**config.mk**
```make
export PLATFORM = sky130hd
export DESIGN_NAME = microcode_pipeline
export DESIGN_NICKNAME = d
export VERILOG_FILES = /design/src/rtl/microcode_pipeline.sv
export SDC_FILE = /design/constraint.sdc
export NUM_CORES = 1
export LEC_CHECK = 0
export CORE_ASPECT_RATIO = 1.1
export CORE_MARGIN = 2
export CORE_UTILIZATION = 30
export DETAILED_ROUTE_END_ITERATION = 6
export GPL_ROUTABILITY_DRIVEN = 0
export PLACE_DENSITY = 0.64
export SETUP_SLACK_MARGIN = 0.1
export SLEW_MARGIN = 20
export SYNTH_ARGS = -nofsm -noshare
export SYNTH_HDL_FRONTEND = slang
export SYNTH_SLANG_ARGS = --single-unit
export TNS_END_PERCENT = 10
```
**constraint.sdc**
```tcl
create_clock -name clk -period 6 [get_ports clk]
set_input_delay 1.2 -clock clk [delete_from_list [all_inputs] [get_ports clk]]
set_output_delay 1.2 -clock clk [all_outputs]
set_load 0.02 [all_outputs]
```
**src/rtl/microcode_pipeline.sv**
```systemverilog
`default_nettype none
// ============================================================================
// Module   : microcode_pipeline
// Purpose  : Four-stage (s0..s3) in-order microcode pipeline. Each stage is a
//            single register of {valid, microcode, rd, rs1, rs2}. Detects
//            read-after-write hazards between the word in s0 and
//            register-writing words in s1..s3 and stalls s0 (injecting a
//            bubble into s1) until the producer has retired. A taken jump
//            resolved in s2 (flush) squashes s0..s2 while the old s2 word
//            still moves into s3. Stall cycles are counted in a saturating
//            16-bit counter.
// Ports    : clk, rst            - clock, synchronous active-high reset
//            in_valid/in_ready   - upstream decoder handshake
//            in_microcode, in_rd, in_rs1, in_rs2 - incoming word and indices
//            flush               - squash s0..s2 (jump taken in s2)
//            sN_microcode/sN_valid (N=0..3) - per-stage word and valid flag
//            s3_rd               - write-back destination index
//            stall_count         - saturating hazard-stall cycle count
// Revision : 1.0 - initial release
// ============================================================================
module microcode_pipeline #(
    parameter int UCODE_W = 22,
    parameter int REG_W   = 5
) (
    input  logic               clk,
    input  logic               rst,
    input  logic               in_valid,
    output logic               in_ready,
    input  logic [UCODE_W-1:0] in_microcode,
    input  logic [REG_W-1:0]   in_rd,
    input  logic [REG_W-1:0]   in_rs1,
    input  logic [REG_W-1:0]   in_rs2,
    input  logic               flush,
    output logic [UCODE_W-1:0] s0_microcode,
    output logic [UCODE_W-1:0] s1_microcode,
    output logic [UCODE_W-1:0] s2_microcode,
    output logic [UCODE_W-1:0] s3_microcode,
    output logic               s0_valid,
    output logic               s1_valid,
    output logic               s2_valid,
    output logic               s3_valid,
    output logic [REG_W-1:0]   s3_rd,
    output logic [15:0]        stall_count
);

    // Microcode control-bit positions used by the hazard logic.
    localparam int          c_BIT_RS1_USE = 0;
    localparam int          c_BIT_RS2_USE = 1;
    localparam int          c_BIT_REG_WE  = 20;
    localparam int          c_NUM_STAGES  = 4;
    localparam logic [15:0] c_CNT_MAX     = 16'hFFFF;

    typedef struct packed {
        logic               valid;
        logic [UCODE_W-1:0] microcode;
        logic [REG_W-1:0]   rd;
        logic [REG_W-1:0]   rs1;
        logic [REG_W-1:0]   rs2;
    } stage_t;

    // A bubble is all-zero so every control bit it drives is inactive.
    localparam stage_t c_BUBBLE = '0;

    stage_t r_stage_q [c_NUM_STAGES];
    stage_t w_stage_d [c_NUM_STAGES];

    logic [15:0] r_stall_count_q;
    logic [15:0] w_stall_count_d;

    stage_t                    w_in_stage;
    logic [c_NUM_STAGES-1:1]   w_hazard;
    logic                      w_stall;
    logic                      w_accept;

    // ------------------------------------------------------------------
    // Hazard detection: s0 reads a register that an older in-flight word
    // (s1..s3) will write. Register 0 is never a real dependency.
    // ------------------------------------------------------------------
    for (genvar k = 1; k < c_NUM_STAGES; k++) begin : g_hazard
        assign w_hazard[k] = r_stage_q[k].valid
                          && r_stage_q[k].microcode[c_BIT_REG_WE]
                          && (r_stage_q[k].rd != '0)
                          && ((r_stage_q[0].microcode[c_BIT_RS1_USE]
                               && (r_stage_q[0].rs1 == r_stage_q[k].rd))
                           || (r_stage_q[0].microcode[c_BIT_RS2_USE]
                               && (r_stage_q[0].rs2 == r_stage_q[k].rd)));
    end

    assign w_stall  = r_stage_q[0].valid && (|w_hazard);
    assign in_ready = (!r_stage_q[0].valid || !w_stall) && !flush;
    assign w_accept = in_valid && in_ready;

    assign w_in_stage = '{valid:     1'b1,
                          microcode: in_microcode,
                          rd:        in_rd,
                          rs1:       in_rs1,
                          rs2:       in_rs2};

    // ------------------------------------------------------------------
    // Next-state: flush beats stall; s3 always retires (no backpressure).
    // ------------------------------------------------------------------
    always_comb begin
        for (int i = 0; i < c_NUM_STAGES; i++) begin
            w_stage_d[i] = r_stage_q[i];
        end
        w_stall_count_d = r_stall_count_q;

        if (flush) begin
            // The jump lives in s2 and still retires; everything younger dies.
            w_stage_d[0] = c_BUBBLE;
            w_stage_d[1] = c_BUBBLE;
            w_stage_d[2] = c_BUBBLE;
            w_stage_d[3] = r_stage_q[2];
        end else begin
            w_stage_d[3] = r_stage_q[2];
            w_stage_d[2] = r_stage_q[1];
            if (w_stall) begin
                w_stage_d[1] = c_BUBBLE;
                w_stage_d[0] = r_stage_q[0];
                if (r_stall_count_q != c_CNT_MAX) begin
                    w_stall_count_d = r_stall_count_q + 16'd1;
                end
            end else begin
                w_stage_d[1] = r_stage_q[0];
                w_stage_d[0] = w_accept ? w_in_stage : c_BUBBLE;
            end
        end
    end

    always_ff @(posedge clk) begin
        if (rst) begin
            for (int i = 0; i < c_NUM_STAGES; i++) begin
                r_stage_q[i] <= c_BUBBLE;
            end
            r_stall_count_q <= '0;
        end else begin
            for (int i = 0; i < c_NUM_STAGES; i++) begin
                r_stage_q[i] <= w_stage_d[i];
            end
            r_stall_count_q <= w_stall_count_d;
        end
    end

    // Source indices of the retiring word have no consumer past s3.
    logic w_unused_s3_src;
    assign w_unused_s3_src = ^{r_stage_q[3].rs1, r_stage_q[3].rs2};

    assign s0_microcode = r_stage_q[0].microcode;
    assign s1_microcode = r_stage_q[1].microcode;
    assign s2_microcode = r_stage_q[2].microcode;
    assign s3_microcode = r_stage_q[3].microcode;
    assign s0_valid     = r_stage_q[0].valid;
    assign s1_valid     = r_stage_q[1].valid;
    assign s2_valid     = r_stage_q[2].valid;
    assign s3_valid     = r_stage_q[3].valid;
    assign s3_rd        = r_stage_q[3].rd;
    assign stall_count  = r_stall_count_q;

endmodule
`default_nettype wire

```
======== Yosys cells after proc, flatten, opt, wreduce, memory -nomap -nowiden ========
Memory sizes are Yosys's and may differ from the RTL's.
Index checks and enable logic that the tools add are counted.
storage, ports and cells
  bits in registers ....................... 16
  bits in writable memories ............... 152
  latch bits .............................. 0
  bits in read-only memories .............. 0
  memories ................................ 1
  output and inout bits ................... 114
  input port bits ......................... 41
memories
  memory     words  width  rd ports  clocked after memory_dff  wr ports  RTL line  text
  r_stage_q  4      38     4         0                         4         64        stage_t r_stage_q [c_NUM_STAGES];
operators by class
  bitwise logic cells ..................... 5
  equal/unequal tests ..................... 7
  magnitude comparators ................... 0
  div/mod/pow operators ................... 0
  $add $sub $neg .......................... 1
  muxes and demuxes ....................... 10
  $mul .................................... 0
  reductions and logical operators ........ 30
  shift-type cells ........................ 0
operator list
  cell                                            number
  2-to-1 mux 38 bit                               5
  2-to-1 mux 152 bit                              1
  2-to-1 mux 76 bit                               1
  == test 5 bit                                   6
  logical AND 1 bit                               18
  adder 16 x 1 -> 16 bit (second input constant)  1
  inequality test 16 bit (second input constant)  1
  nonzero test 5 bit                              3
  logical OR 1 bit                                4
  bitwise OR 1 bit                                4
  logical NOT 1 bit                               3
  2-to-1 mux 1 bit                                3
  AND reduction 3 bit                             1
  OR reduction 3 bit                              1
  NOT 1 bit                                       1

======== Longest topological paths before layout ========
An unclocked memory read counts as a cell.
  depth after elaboration ................. 15
  depth in mapped cells ................... 10
  mapped depth without buffers ............ 7

======== Least setup slack after synthesis ========
No wires, ideal clock.
  path kind ............................... reg-to-output
  start ................................... memory r_stage_q[3][13] in the netlist's numbering
  end ..................................... output port in_ready
  data required time ...................... 4.800 ns
  path slack .............................. 2.946 ns
  arrival ................................. 1.854 ns
  cell stages (with the launch flop) ...... 8
  path buffers ............................ 1
  cells stage by stage .................... dfxtp_1 > xor2_1 > nor4_1 > nand3_1 > a211o_1 > nand2_1 > clkbuf_1 > nor2_1
RTL lines
  what         RTL line  text
  from (decl)  64
  to (decl)    28        output logic in_ready,

======== Worst setup path after layout ========
  start ................................... input port flush
  end ..................................... output port in_ready
on the way
  word-level cells in the longest chain between the ends .. 2
ends and longest elaborated chain
  what               RTL line  text
  from (decl)        33        input logic flush,
  logical NOT 1 bit  90        assign in_ready = (!r_stage_q[0].valid || !w_stall) && !flush;
  logical AND 1 bit  90
No other way between the ends.

==> flow_summary.ini <==
[worst_setup_path]
crit_fanout = 15
cpMostUsedCell = clkdlybuf4s50_1
start_kind = input pin
ff2ff_path_depth = 7
cp_top_family = buffers and inverters
worstSetupPathType = input pin to output pin
required_ns = 4.80
crit_slowest_cell = clkdlybuf4s50_1
cp.depth = 3
crit_chain = clkdlybuf4s50_1 -> nor2_1 -> clkdlybuf4s50_1
critPathArrivalTime_ns = 2.75
reg2reg_from = r_stage_q[0][3]$_SDFFE_PP0N_
cp-end-kind = output pin
r2r_end = stall_count[11]$_SDFFE_PP0P_
path_buf_inv = 2
cp_slowest_stage_delay_ns = 0.71
worst-r2r-setup-slack_ns = 3.21

[floorplanning]
fp.coreArea_sq_um = 17600
start_util_pct = 30.5
rows = 51
io-pin-count = 155
die_area_sq_um = 19000
die_w_um = 132
die_h_um = 144

[clock_network]
path_clk_slew_ns = 0.06
clockBufferDepth = 2
cts_root_buf = clkbuf_16
cts_resized = 0
cts_hold_buf = 0
cts_tree = built
cts_buffers = 17
clk_latency_ns = 0.41
cts_setup_buffers = 0
htree_levels = 4
clkSinkCount = 138

[hold_path]
hp-class = flip-flop to flip-flop
min_to = r_stage_q[0][11]$_SDFFE_PP0N_
hp-start = r_stage_q[0][11]$_SDFFE_PP0N_
hold_depth = 2

[route]
vias = 3966
route.detailed.drc = 0
wire_per_inst_um = 14.2
vias_per_cell = 4.39
ant_nets = 0
dr.first_iter.drc_count = 107
finalWirelength_mm = 12.9
drtPass1Iterations = 4

[sta]
min_period_over_period_pct = 65.9
slew_headroom_pct = 36.0
final.setup_skew_ns = 0.00916
fin_tns_setup_ns = 0
worst_pin_slew_ns = 0.957
setup_violations = 0
final_hold_viol_count = 0
worst_slack_ns = 2.05
fin_crit_ns = 3.95
fmax_mhz = 253
worst_hold_slack_ns = 0.447
slew_violations = 0
rsz0062_at_grt = false

[logic_synthesis]
synthArstFlopShare_pct = 0
synth_edf_count = 0
synth_cell_type_count = 39
yosysSeqAreaShare_pct = 51.4
postSynthCellCount = 576
syn_area_sq_um = 5370
syn-num-nets = 618
yosys.area.top_type_share_pct = 51.4
synth-warning-count = 0
yosys.area.top_type = dfxtp_1
synth_seq_cells = 138
synthTopCellsByArea = dfxtp_1 51%, buf_4 9.4%, a21oi_1 4.4%
synth_area_per_cell_sq_um = 9.33
synth_flop_cell = dfxtp_1

[global_route]
track_usage_pct = 13.8
grt_max_degree = 72
antenna_found_initial = 0
grt_pass1_wl_mm = 20.3
grt_pass1_vias = 3870
grt_overflow = 0

[place]
pre_cts_slack_ns = 2.06
dpl.hpwl_mm = 8.54
portBuffers = 154

[power]
pwr-share-clk_pct = 51.6
seq_power_share_pct = 44.4
p_int_mw = 1.66
max-vdd-ir-drop_uv = 193
p_sw_uw = 429
p_sw_share_pct = 20.5
pwr-share-comb_pct = 4.0
p_per_area_nw_per_um2 = 288
leakage_nw = 2.67

[cells_and_area]
final_util_pct = 41.2
layout.nets = 695
syn_to_final_growth_pct = 35.0
drive_gt1_share_pct = 7.51
diodes = 0

[flow_run]
maxCapViolations = 0

[run_status]
status = complete, no violations
## tightest hold or removal path, delay by kind of cell, from the launching register on
family / cells / cell delay [ns]
compound gates: 1 / 0.05
flops: 1 / 0.30
simple gates: 1 / 0.05
## registers in the layout, indices dropped and copies added, names as in the netlist
signal       flops
r_stage_q      122
stall_count     16
## power by group through the flow
stage	logic, mW	registers (mW)	clock network [mW]
2_1_floorplan	0.0396	0.947	0
3_3_place_gp	0.0810	0.949	0
3_5_place_dp	0.0812	0.949	0
4_1_cts	0.0817	0.929	1.11
5_1_grt	0.0901	0.929	1.15
6_report	0.0826	0.929	1.08
## cell type report
| cell class | instances | area, sq um |
|---|---|---|
| Tap cell | 238 | 298 |
| Fill cell | 1752 | 10400 |
| Sequential cell | 138 | 2760 |
| Clock inverter | 11 | 143 |
| Inverter | 6 | 22.5 |
| Clock buffer | 21 | 480 |
| Timing Repair Buffer | 157 | 1580 |
| Multi-Input combinational cell | 333 | 1970 |
## Yosys cell counts (5+ instances only)
library cell,n
dfxtp_1,138
buf_4,67
a21oi_1,47
nand2_1,47
nand3_1,47
nor2b_1,33
and2_1,30
and3_1,29
xnor2_1,25
clkbuf_1,22
nor2_1,19
nand4_1,9
xor2_1,8
inv_1,6
nor4_1,6
buf_1,5
## through the flow
step	cell area, sq um	cells	total power, mW
6_report	7250	904	2.09
5_1_grt	7250	904	2.17
4_1_cts	7220	903	2.12
3_5_place_dp	6600	871	1.03
3_3_place_gp	6600	871	1.03
2_1_floorplan	5370	576	0.987
## cell usage in the layout (no fill, tap or decap), drive strengths merged, types with 2 or more instances in the layout
cell type      instances
dfxtp                138
a31o                   4
and3                  29
nor2b                 33
a21oi                 47
mux2                   4
buf                    4
nor3                   3
clkinv                 6
nand4                  9
o22ai                  2
nand3                 47
xnor2                 25
xor2                   8
a2111oi                2
clkdlybuf4s50        153
or2                    2
nor4                   6
bufinv                 3
nor2                  19
nand2                 47
clkbuf                21
a211oi                 2
and2                  31
or4                    2
inv                    6
clkinvlp               2
## worst max-delay path by stage
stage                                           start       end
final                                           flush  in_ready
after floorplan           r_stage_q[3][13]$_SDFF_PP0_  in_ready
after CTS                                       flush  in_ready
after global placement                          flush  in_ready
after global routing                            flush  in_ready
after detailed placement                        flush  in_ready
## metal layers
| layer | wire length [um] | global-route usage, % | vias up |
|---|---|---|---|
| met1 | 5880 | 16.7 | 1829 |
| met3 | 645 | 3.75 | 16 |
| li1 | - | - | 2012 |
| met2 | 6120 | 23.2 | 109 |
| met5 | 0 | 0 | - |
| met4 | 224 | 6.24 | 0 |
## logic make-up (layout without fill, tap and decap cells)
family / count (synthesis) / after routing / synth area share [%]
XOR/XNOR: 33 / 33 / 5.38
AND/OR/NAND/NOR: 232 / 232 / 23.0
flip-flops: 138 / 138 / 51.4
adder cells (fa/ha/maj): 1 / 1 / 0.233
multiplexers: 5 / 5 / 1.02
AO/OA/AOI/OAI: 62 / 62 / 6.71
buffers and inverters: 105 / 195 / 12.2
No activity file was read; power rests on OpenSTA's default activity.
